### src/rtl/ex_pkg.sv
// Shared encodings for the execute stage: ALU, comparator and
// multiplier opcodes plus the multiplier FSM state encoding.
package ex_pkg;

   typedef enum logic [3:0] {
      ALU_ADD   = 4'd0,
      ALU_SUB   = 4'd1,
      ALU_SLL   = 4'd2,
      ALU_SLT   = 4'd3,
      ALU_SLTU  = 4'd4,
      ALU_XOR   = 4'd5,
      ALU_SRL   = 4'd6,
      ALU_SRA   = 4'd7,
      ALU_OR    = 4'd8,
      ALU_AND   = 4'd9,
      ALU_PASSB = 4'd10
   } alu_op_e;

   typedef enum logic [2:0] {
      CMP_EQ  = 3'd0,
      CMP_NE  = 3'd1,
      CMP_LT  = 3'd4,
      CMP_GE  = 3'd5,
      CMP_LTU = 3'd6,
      CMP_GEU = 3'd7
   } comp_op_e;

   typedef enum logic [1:0] {
      MUL_MUL    = 2'd0,
      MUL_MULH   = 2'd1,
      MUL_MULHSU = 2'd2,
      MUL_MULHU  = 2'd3
   } mul_op_e;

   typedef enum logic [1:0] {
      MS_IDLE = 2'd0,
      MS_MUL  = 2'd1,
      MS_DONE = 2'd2
   } mul_state_e;

endpackage

### src/rtl/ex_mul_iter.sv
// Iterative radix-2 shift-add multiplier: one multiplier bit per cycle,
// magnitudes multiplied unsigned and the sign restored in DONE.
module ex_mul_iter
   import ex_pkg::*;
#(
   parameter int XLEN = 32
) (
   input  logic            clk,
   input  logic            rst_n,
   input  logic            flush_i,
   input  logic            start_i,
   input  logic [XLEN-1:0] a_i,
   input  logic [XLEN-1:0] b_i,
   input  logic [1:0]      op_i,
   input  logic            ack_i,
   output logic            busy_o,
   output logic            done_o,
   output logic [XLEN-1:0] res_o
);

   localparam int CW = $clog2(XLEN + 1);

   mul_state_e        state_q, state_d;
   logic [2*XLEN-1:0] prod_q, prod_d;
   logic [XLEN-1:0]   mcand_q, mcand_d;
   logic [CW-1:0]     cnt_q, cnt_d;
   logic              neg_q, neg_d;
   logic              hi_q, hi_d;

   logic              a_sgn, b_sgn;
   logic [XLEN-1:0]   a_abs, b_abs;
   logic [XLEN:0]     sum;
   logic [2*XLEN-1:0] fin;

   always_comb begin
      a_sgn = (op_i == MUL_MULH || op_i == MUL_MULHSU) && a_i[XLEN-1];
      b_sgn = (op_i == MUL_MULH) && b_i[XLEN-1];
      a_abs = a_sgn ? -a_i : a_i;
      b_abs = b_sgn ? -b_i : b_i;
      // Low half of prod_q doubles as the shifting multiplier.
      sum   = {1'b0, prod_q[2*XLEN-1:XLEN]} + {1'b0, mcand_q};

      state_d = state_q;
      prod_d  = prod_q;
      mcand_d = mcand_q;
      cnt_d   = cnt_q;
      neg_d   = neg_q;
      hi_d    = hi_q;

      unique case (state_q)
         MS_IDLE: begin
            if (start_i) begin
               state_d = MS_MUL;
               prod_d  = {{XLEN{1'b0}}, b_abs};
               mcand_d = a_abs;
               cnt_d   = '0;
               neg_d   = a_sgn ^ b_sgn;
               hi_d    = (op_i != MUL_MUL);
            end
         end
         MS_MUL: begin
            if (prod_q[0]) prod_d = {sum, prod_q[XLEN-1:1]};
            else           prod_d = {1'b0, prod_q[2*XLEN-1:1]};
            cnt_d = cnt_q + 1'b1;
            if (cnt_q == CW'(XLEN - 1)) state_d = MS_DONE;
         end
         MS_DONE: begin
            if (ack_i) state_d = MS_IDLE;
         end
         default: state_d = MS_IDLE;
      endcase

      if (flush_i) state_d = MS_IDLE;
   end

   always_ff @(posedge clk or negedge rst_n) begin
      if (!rst_n) begin
         state_q <= MS_IDLE;
         prod_q  <= '0;
         mcand_q <= '0;
         cnt_q   <= '0;
         neg_q   <= 1'b0;
         hi_q    <= 1'b0;
      end else begin
         state_q <= state_d;
         prod_q  <= prod_d;
         mcand_q <= mcand_d;
         cnt_q   <= cnt_d;
         neg_q   <= neg_d;
         hi_q    <= hi_d;
      end
   end

   assign fin    = neg_q ? -prod_q : prod_q;
   assign res_o  = hi_q ? fin[2*XLEN-1:XLEN] : fin[XLEN-1:0];
   assign done_o = (state_q == MS_DONE);
   assign busy_o = (state_q != MS_IDLE);

endmodule

### src/rtl/ex_stage_fwd.sv
// Execute stage with MEM/WB forwarding, ALU, comparator, iterative
// multiplier and the EX/MEM register behind a valid/ready handshake.
module ex_stage_fwd
   import ex_pkg::*;
#(
   parameter int XLEN   = 32,
   parameter int REG_AW = 5,
   parameter int MUL_EN = 1
) (
   input  logic              clk,
   input  logic              rst_n,
   input  logic              in_valid,
   output logic              in_ready,
   input  logic [XLEN-1:0]   in_pc,
   input  logic [XLEN-1:0]   in_a,
   input  logic [XLEN-1:0]   in_b,
   input  logic [XLEN-1:0]   in_imm,
   input  logic [REG_AW-1:0] in_rs1,
   input  logic [REG_AW-1:0] in_rs2,
   input  logic [REG_AW-1:0] in_rd,
   input  logic              b_imm_sel,
   input  logic              a_pc_sel,
   input  logic [3:0]        alu_op,
   input  logic [2:0]        comp_op,
   input  logic              mul_en,
   input  logic [1:0]        mul_op,
   input  logic              fwd_mem_vld,
   input  logic              fwd_wb_vld,
   input  logic [REG_AW-1:0] fwd_mem_rd,
   input  logic [REG_AW-1:0] fwd_wb_rd,
   input  logic [XLEN-1:0]   fwd_mem_data,
   input  logic [XLEN-1:0]   fwd_wb_data,
   input  logic              flush,
   output logic              out_valid,
   input  logic              out_ready,
   output logic [XLEN-1:0]   out_alu,
   output logic              out_comp,
   output logic [XLEN-1:0]   out_b,
   output logic [XLEN-1:0]   out_pc,
   output logic [REG_AW-1:0] out_rd,
   output logic              busy
);

   localparam int SW = $clog2(XLEN);

   function automatic logic [XLEN-1:0] fwd_sel(
      input logic [REG_AW-1:0] rs,
      input logic [XLEN-1:0]   raw
   );
      if (rs != '0 && fwd_mem_vld && fwd_mem_rd == rs) return fwd_mem_data;
      if (rs != '0 && fwd_wb_vld && fwd_wb_rd == rs)   return fwd_wb_data;
      return raw;
   endfunction

   logic [XLEN-1:0] fwd_a, fwd_b, op_a, op_b;
   logic [SW-1:0]   shamt;
   logic [XLEN-1:0] alu_res;
   logic            cmp_res;

   assign fwd_a = fwd_sel(in_rs1, in_a);
   assign fwd_b = fwd_sel(in_rs2, in_b);
   assign op_a  = a_pc_sel ? in_pc : fwd_a;
   assign op_b  = b_imm_sel ? in_imm : fwd_b;
   assign shamt = op_b[SW-1:0];

   always_comb begin
      alu_res = '0;
      case (alu_op)
         ALU_ADD:   alu_res = op_a + op_b;
         ALU_SUB:   alu_res = op_a - op_b;
         ALU_SLL:   alu_res = op_a << shamt;
         ALU_SLT:   alu_res = {{(XLEN-1){1'b0}}, $signed(op_a) < $signed(op_b)};
         ALU_SLTU:  alu_res = {{(XLEN-1){1'b0}}, op_a < op_b};
         ALU_XOR:   alu_res = op_a ^ op_b;
         ALU_SRL:   alu_res = op_a >> shamt;
         ALU_SRA:   alu_res = $unsigned($signed(op_a) >>> shamt);
         ALU_OR:    alu_res = op_a | op_b;
         ALU_AND:   alu_res = op_a & op_b;
         ALU_PASSB: alu_res = op_b;
         default:   alu_res = '0;
      endcase
   end

   always_comb begin
      cmp_res = 1'b0;
      case (comp_op)
         CMP_EQ:  cmp_res = (op_a == op_b);
         CMP_NE:  cmp_res = (op_a != op_b);
         CMP_LT:  cmp_res = ($signed(op_a) < $signed(op_b));
         CMP_GE:  cmp_res = ($signed(op_a) >= $signed(op_b));
         CMP_LTU: cmp_res = (op_a < op_b);
         CMP_GEU: cmp_res = (op_a >= op_b);
         default: cmp_res = 1'b0;
      endcase
   end

   logic            is_mul, accept, reg_free;
   logic            mul_start, alu_load, mul_load;
   logic            mul_busy, mul_done;
   logic [XLEN-1:0] mul_res;

   assign is_mul    = (MUL_EN != 0) && mul_en;
   assign reg_free  = !out_valid || out_ready;
   assign in_ready  = !mul_busy && reg_free;
   assign accept    = in_valid && in_ready;
   assign mul_start = accept && is_mul && !flush;
   assign alu_load  = accept && !is_mul && !flush;
   assign mul_load  = mul_done && reg_free && !flush;
   assign busy      = mul_busy;

   ex_mul_iter #(.XLEN(XLEN)) u_mul (
      .clk     (clk),
      .rst_n   (rst_n),
      .flush_i (flush),
      .start_i (mul_start),
      .a_i     (op_a),
      .b_i     (op_b),
      .op_i    (mul_op),
      .ack_i   (mul_load),
      .busy_o  (mul_busy),
      .done_o  (mul_done),
      .res_o   (mul_res)
   );

   // Pass-through fields of an in-flight multiply.
   logic [XLEN-1:0]   mpc_q, mb_q;
   logic [REG_AW-1:0] mrd_q;

   logic              vld_q, vld_d;
   logic [XLEN-1:0]   alu_q, alu_d, b_q, b_d, pc_q, pc_d;
   logic [REG_AW-1:0] rd_q, rd_d;
   logic              comp_q, comp_d;

   always_comb begin
      vld_d  = vld_q;
      alu_d  = alu_q;
      b_d    = b_q;
      pc_d   = pc_q;
      rd_d   = rd_q;
      comp_d = comp_q;
      if (out_ready) vld_d = 1'b0;
      if (alu_load) begin
         vld_d  = 1'b1;
         alu_d  = alu_res;
         comp_d = cmp_res;
         b_d    = fwd_b;
         pc_d   = in_pc;
         rd_d   = in_rd;
      end else if (mul_load) begin
         vld_d  = 1'b1;
         alu_d  = mul_res;
         comp_d = 1'b0;
         b_d    = mb_q;
         pc_d   = mpc_q;
         rd_d   = mrd_q;
      end
      if (flush) vld_d = 1'b0;
   end

   always_ff @(posedge clk or negedge rst_n) begin
      if (!rst_n) begin
         vld_q  <= 1'b0;
         alu_q  <= '0;
         b_q    <= '0;
         pc_q   <= '0;
         rd_q   <= '0;
         comp_q <= 1'b0;
         mpc_q  <= '0;
         mb_q   <= '0;
         mrd_q  <= '0;
      end else begin
         vld_q  <= vld_d;
         alu_q  <= alu_d;
         b_q    <= b_d;
         pc_q   <= pc_d;
         rd_q   <= rd_d;
         comp_q <= comp_d;
         if (mul_start) begin
            mpc_q <= in_pc;
            mb_q  <= fwd_b;
            mrd_q <= in_rd;
         end
      end
   end

   assign out_valid = vld_q;
   assign out_alu   = alu_q;
   assign out_comp  = comp_q;
   assign out_b     = b_q;
   assign out_pc    = pc_q;
   assign out_rd    = rd_q;

endmodule

### config.mk
export PLATFORM = sky130hd
export DESIGN_NAME = ex_stage_fwd
export DESIGN_NICKNAME = d
export VERILOG_FILES = /design/src/rtl/ex_pkg.sv /design/src/rtl/ex_mul_iter.sv /design/src/rtl/ex_stage_fwd.sv
export SDC_FILE = /design/constraint.sdc
export NUM_CORES = 2
export LEC_CHECK = 0
export BUFFER_PORTS_ARGS = -buffer_cell sky130_fd_sc_hd__buf_2
export CORE_AREA = 5 5 221 245
export CTS_BUF_LIST = sky130_fd_sc_hd__clkbuf_8 sky130_fd_sc_hd__clkbuf_16
export DETAILED_ROUTE_END_ITERATION = 8
export DIE_AREA = 0 0 226 250
export GPL_ROUTABILITY_DRIVEN = 1
export PLACE_DENSITY = 0.75
export SETUP_SLACK_MARGIN = 0.4
export SLEW_MARGIN = 25
export SYNTH_ARGS = -nofsm -noshare
export SYNTH_HDL_FRONTEND = slang
export SYNTH_HIERARCHICAL = 1
export SYNTH_SLANG_ARGS = --single-unit
### constraint.sdc
create_clock -name clk -period 4.6 [get_ports clk]
set_clock_uncertainty 0.1 [all_clocks]
set_input_delay 0.92 -clock clk [delete_from_list [all_inputs] [get_ports clk]]
set_output_delay 0.92 -clock clk [all_outputs]
set_load 0.01 [all_outputs]
==> results of run 1 <==
-- repair_timing --
item / 4_1_cts
resized for setup: 351
pin swaps: 133
endpoints found under the setup margin: 68
gates cloned: 3
buffers inserted: 64
-- through the flow --
step | instances | util, % | setup WS (ns) | area, um^2 | setup TNS [ns]
after CTS | 5306 | 76.3 | -0.387 | 39400 | -4.47
after floorplan | 3593 | - | -0.899 | 28300 | -18.64
after global placement | 5177 | 69.9 | -1.42 | 36100 | -44.82
after detailed placement | 5177 | 69.9 | -1.53 | 36100 | -50.81
-- logic make-up after synthesis --
| logic type | count (synthesis) |
|---|---|
| simple gates | 1172 |
| compound gates | 1134 |
| buf+inv | 397 |
| mux | 286 |
| flops | 278 |
| xor+xnor | 181 |
| fa+ha+maj | 145 |
-- per-layer routing --
metal / GRT overflow / track usage, %
met1: 2 / 74.8
met2: 89 / 88.5
met3: 5 / 55.8
met4: 82 / 66.0
met5: 3 / 21.7
==> results.yml, run 1 <==
placed_design:
  routabilityCongestion: 1.16
  port_buffers: 340
  dp_hpwl_mm: 121
logic_synthesis:
  yosysMostFrequentCell: "nand2_1"
  synthTopCellsByArea: "dfrtp_1, mux2i_1, ha_1"
  async_reset_ff_share_pct: 100
  seq_area_frac_synth_pct: 25.0
  synth_top_family_by_area: "compound AO/OA/AOI/OAI gates"
  ys_ff_latch: 278
  synth_compound_area_share_pct: 27.1
  synthAdderAreaFrac_pct: 6.59
  synthDominantCellAreaShare_pct: 25.0
  synth_top_cells_by_count: "nand2_1, nor2_1, dfrtp_1, o21ai_0, a21oi_1"
  syn_area_um2: 27900
  synth_nets: 3974
  synth_edf_count: 0
  syn_avg_cell_area_um2: 7.76
  ys_types: 98
  synth_area_leader_cell: "dfrtp_1"
  synth.area.mux_share_pct: 11.0
  yosysWarnings: 6
  synth-simple-area-share_pct: 18.9
  synthXorXnorAreaFrac_pct: 5.69
  dominantRegCellSynth: "dfrtp_1"
  syn_inst: 3593
run_status:
  lastStage: "5_1_grt"
  stop_error: "[ERROR GRT-0232] Routing congestion too high. Check the congestion heatmap in the GUI."
  outcome: "stopped before the end"
clock_network:
  clock-sinks: 278
  h-tree-depth: 2
  postCtsHoldBufs: 0
  cts_root_buffer: "clkbuf_16"
  cts.path.max_buffers: 3
  cts_made_buffers: 35
floorplanning:
  start_util_pct: 54.0
  die_y_um: 250
  die_x_um: 226
  rows: 88
  io_pins: 341
sta:
  worstEndpointGrtRepair: "out_alu[26]$_DFFE_PN0P_/D"
  worstEndpointType: "register data pin"
grt:
  overflow: 181
  grt.total_usage_pct: 72.0
  grt_start_max_net_pins: 113
==> run 2: changes to the inputs <==
Settings changed: CORE_AREA 5 5 221 245 to 5 5 270 272, CTS_BUF_LIST sky130_fd_sc_hd__clkbuf_8 sky130_fd_sc_hd__clkbuf_16 to not set, DIE_AREA 0 0 226 250 to 0 0 275 277, PLACE_DENSITY 0.75 to not set, PLACE_DENSITY_LB_ADDON set to 0.15, SETUP_SLACK_MARGIN 0.4 to not set.
==> run 2 against run 1 <==
  * The flow now finishes, with violations (setup timing)
  * Synthesized cell count unchanged
  * Area after synthesis unchanged
==> results.yml, run 2 <==
route:
  wl_mm: 157
  drc: 0
  drt_iter0_markers: 3801
  vias: 34000
  drt_pre_antenna_iters: 5
  wl_per_cell_um: 28.1
  routed_via_density: 6.07
  ant_nets: 0
cells_and_area:
  final_cells: 5608
  layout_common_cells: "buf_4, nand2_1, buf_2"
  num-fill-cells: 6714
  drive_gt1_share_pct: 36.8
  mostFrequentLayoutCell: "buf_4"
  fin_util_pct: 56.7
  area_growth_pct: 43.3
  regMostFlops: "u_mul/prod_q"
  nets: 5007
  largest_register_ff_count: 64
critical_path:
  r2r_slack_ns: 0.12
  cpMaxStageDelayCell: "or4_4"
  path_buf_inv: 7
  cp_max_fo: 5
  cp.required_ns: 4.97
  criticalPathCategory: "in -> reg"
  max_stage_delay_ns: 0.55
  worstSetupEndpointType: "flip-flop"
  path_delay_family: "compound AO/OA/AOI/OAI gates"
  cp_data_arrival_time_ns: 5.31
  start_kind: "input pin"
  path_common_cell: "buf_6"
clock_network:
  cts_tree: "done"
  cts.path.max_buffers: 3
  clock-sinks: 278
  clk_latency_ns: 0.60
  clk_pin_slew_ns: 0.06
  postCtsHoldBufs: 0
  cts_root_buffer: "clkbuf_16"
  h-tree-depth: 2
  cts_made_buffers: 37
logic_synthesis:
  synthDominantCellAreaShare_pct: 25.0
  ys_ff_latch: 278
  syn_inst: 3593
  synthTopCellsByArea: "dfrtp_1, mux2i_1, ha_1"
  syn_area_um2: 27900
  yosysWarnings: 6
  ys_types: 98
  synth_top_cells_by_count: "nand2_1, nor2_1, dfrtp_1, o21ai_0, a21oi_1"
  dominantRegCellSynth: "dfrtp_1"
  seq_area_frac_synth_pct: 25.0
  yosysMostFrequentCell: "nand2_1"
  synth_area_leader_cell: "dfrtp_1"
  syn_avg_cell_area_um2: 7.76
  synth_edf_count: 0
  async_reset_ff_share_pct: 100
  synth_nets: 3974
floorplanning:
  die_x_um: 275
  rows: 98
  io_pins: 341
  dieArea_um2: 76200
  start_util_pct: 39.5
  core_area_um2: 70500
  die_y_um: 277
sta:
  layout_min_cycle_time_ns: 4.94
  tightest_slew_ns: 1.04
  fmax_mhz: 202
  rsz0062_at_grt: "true"
  slew_headroom_pct: 30.4
  final-hold-violation-count: 0
  setup_violations: 29
  final.setup.worst_slack_ns: -0.343
  drv_slew: 0
  timing.final.crit_share_pct: 107
grt:
  grt.total_usage_pct: 39.5
  grt_util_met1_pct: 50.0
  antenna_found_initial: 13
  grt_use_met3_pct: 9.01
  grt_start_max_net_pins: 113
  overflow: 0
  grt_pass1_vias: 32900
  busiest_layer: "met2"
  gr-usage-met2_pct: 61.3
  grt_pass1_wl_mm: 225
pwr:
  leakagePower_nw: 18.2
  peakVddDrop_v: 0.000373
  power_density_nw_per_um2: 370
  power_mw: 14.8
placed_design:
  dp.cells: 5473
  place_ws_ns: -1.43
  routabilityCongestion: 1.09
  dp_hpwl_mm: 126
  port_buffers: 340
worst_hold_path:
  hp-class: "in -> async"
run_status:
  failed_checks: "setup timing"
  outcome: "finished, violations left"
run:
  drv_cap: 0
## run 2: routing by layer
metal | wire [um] | vias to the layer above
li1 | - | 15200
met4 | 12500 | 14
met1 | 60600 | 16300
met3 | 15300 | 505
met2 | 68800 | 2035
met5 | 87 | -
## run 2: area by class of cell
class / count / area [um^2] / area share [%]
Antenna cell: 4 / 10.0 / 0.0251
Inverter: 155 / 596 / 1.49
Tap cell: 950 / 1190 / 2.98
Clock buffer: 52 / 1080 / 2.71
Timing Repair Buffer: 1236 / 9040 / 22.6
Multi-Input combinational cell: 2918 / 20900 / 52.3
Sequential cell: 278 / 6960 / 17.4
Clock inverter: 15 / 194 / 0.486
## run 2: logic make-up after synthesis
kind of cell             Yosys count  synth area share, %
buffers and inverters            397                 5.77
AND/OR/NAND/NOR                 1172                 18.9
AO/OA/AOI/OAI                   1134                 27.1
multiplexers                     286                 11.0
flip-flops                       278                 25.0
adder cells (fa/ha/maj)          145                 6.59
XOR/XNOR                         181                 5.69
## run 2: path summary, 6_finish.rpt
kind / startpoint / depth (start not counted) / end
worst min register to register: mrd_q[2]$_DFFE_PN0P_ / 2 / mrd_q[2]$_DFFE_PN0P_
worst max-delay path: in_rs1[2] / 25 / out_alu[26]$_DFFE_PN0P_
min in group clk: mrd_q[2]$_DFFE_PN0P_ / 2 / mrd_q[2]$_DFFE_PN0P_
worst max register to register: u_mul/prod_q[29]$_DFFE_PN0P_ / 15 / out_alu[25]$_DFFE_PN0P_
worst min-delay path: rst_n / 1 / u_mul/prod_q[61]$_DFFE_PN0P_
max in group asynchronous: rst_n / 3 / out_b[13]$_DFFE_PN0P_
## run 2: timing repair
action / CTS / global route
buffers inserted: 41 / 22
endpoints found under the setup margin: 39 / 52
pin swaps: 100 / 58
gates resized for setup: 227 / 112
cloned: 2 / 0
## run 2: through the flow
step | hold slack, ns | cell area, um^2 | setup TNS, ns
floorplan | 0.346 | 28200 | -18.51
global route | 0.115 | 39900 | -10.24
detailed placement | 0.362 | 36600 | -49.51
finish | 0.102 | 39900 | -4.60
CTS | 0.352 | 39200 | -3.15
global placement | 0.361 | 36600 | -46.62
## run 2: power breakdown
part | internal, mW | switching, mW
sequential | 3.09 | 0.698
clock | 1.73 | 1.37
combinational | 3.38 | 4.50
total | 8.20 | 6.57
(Power assumes the default switching activity.)
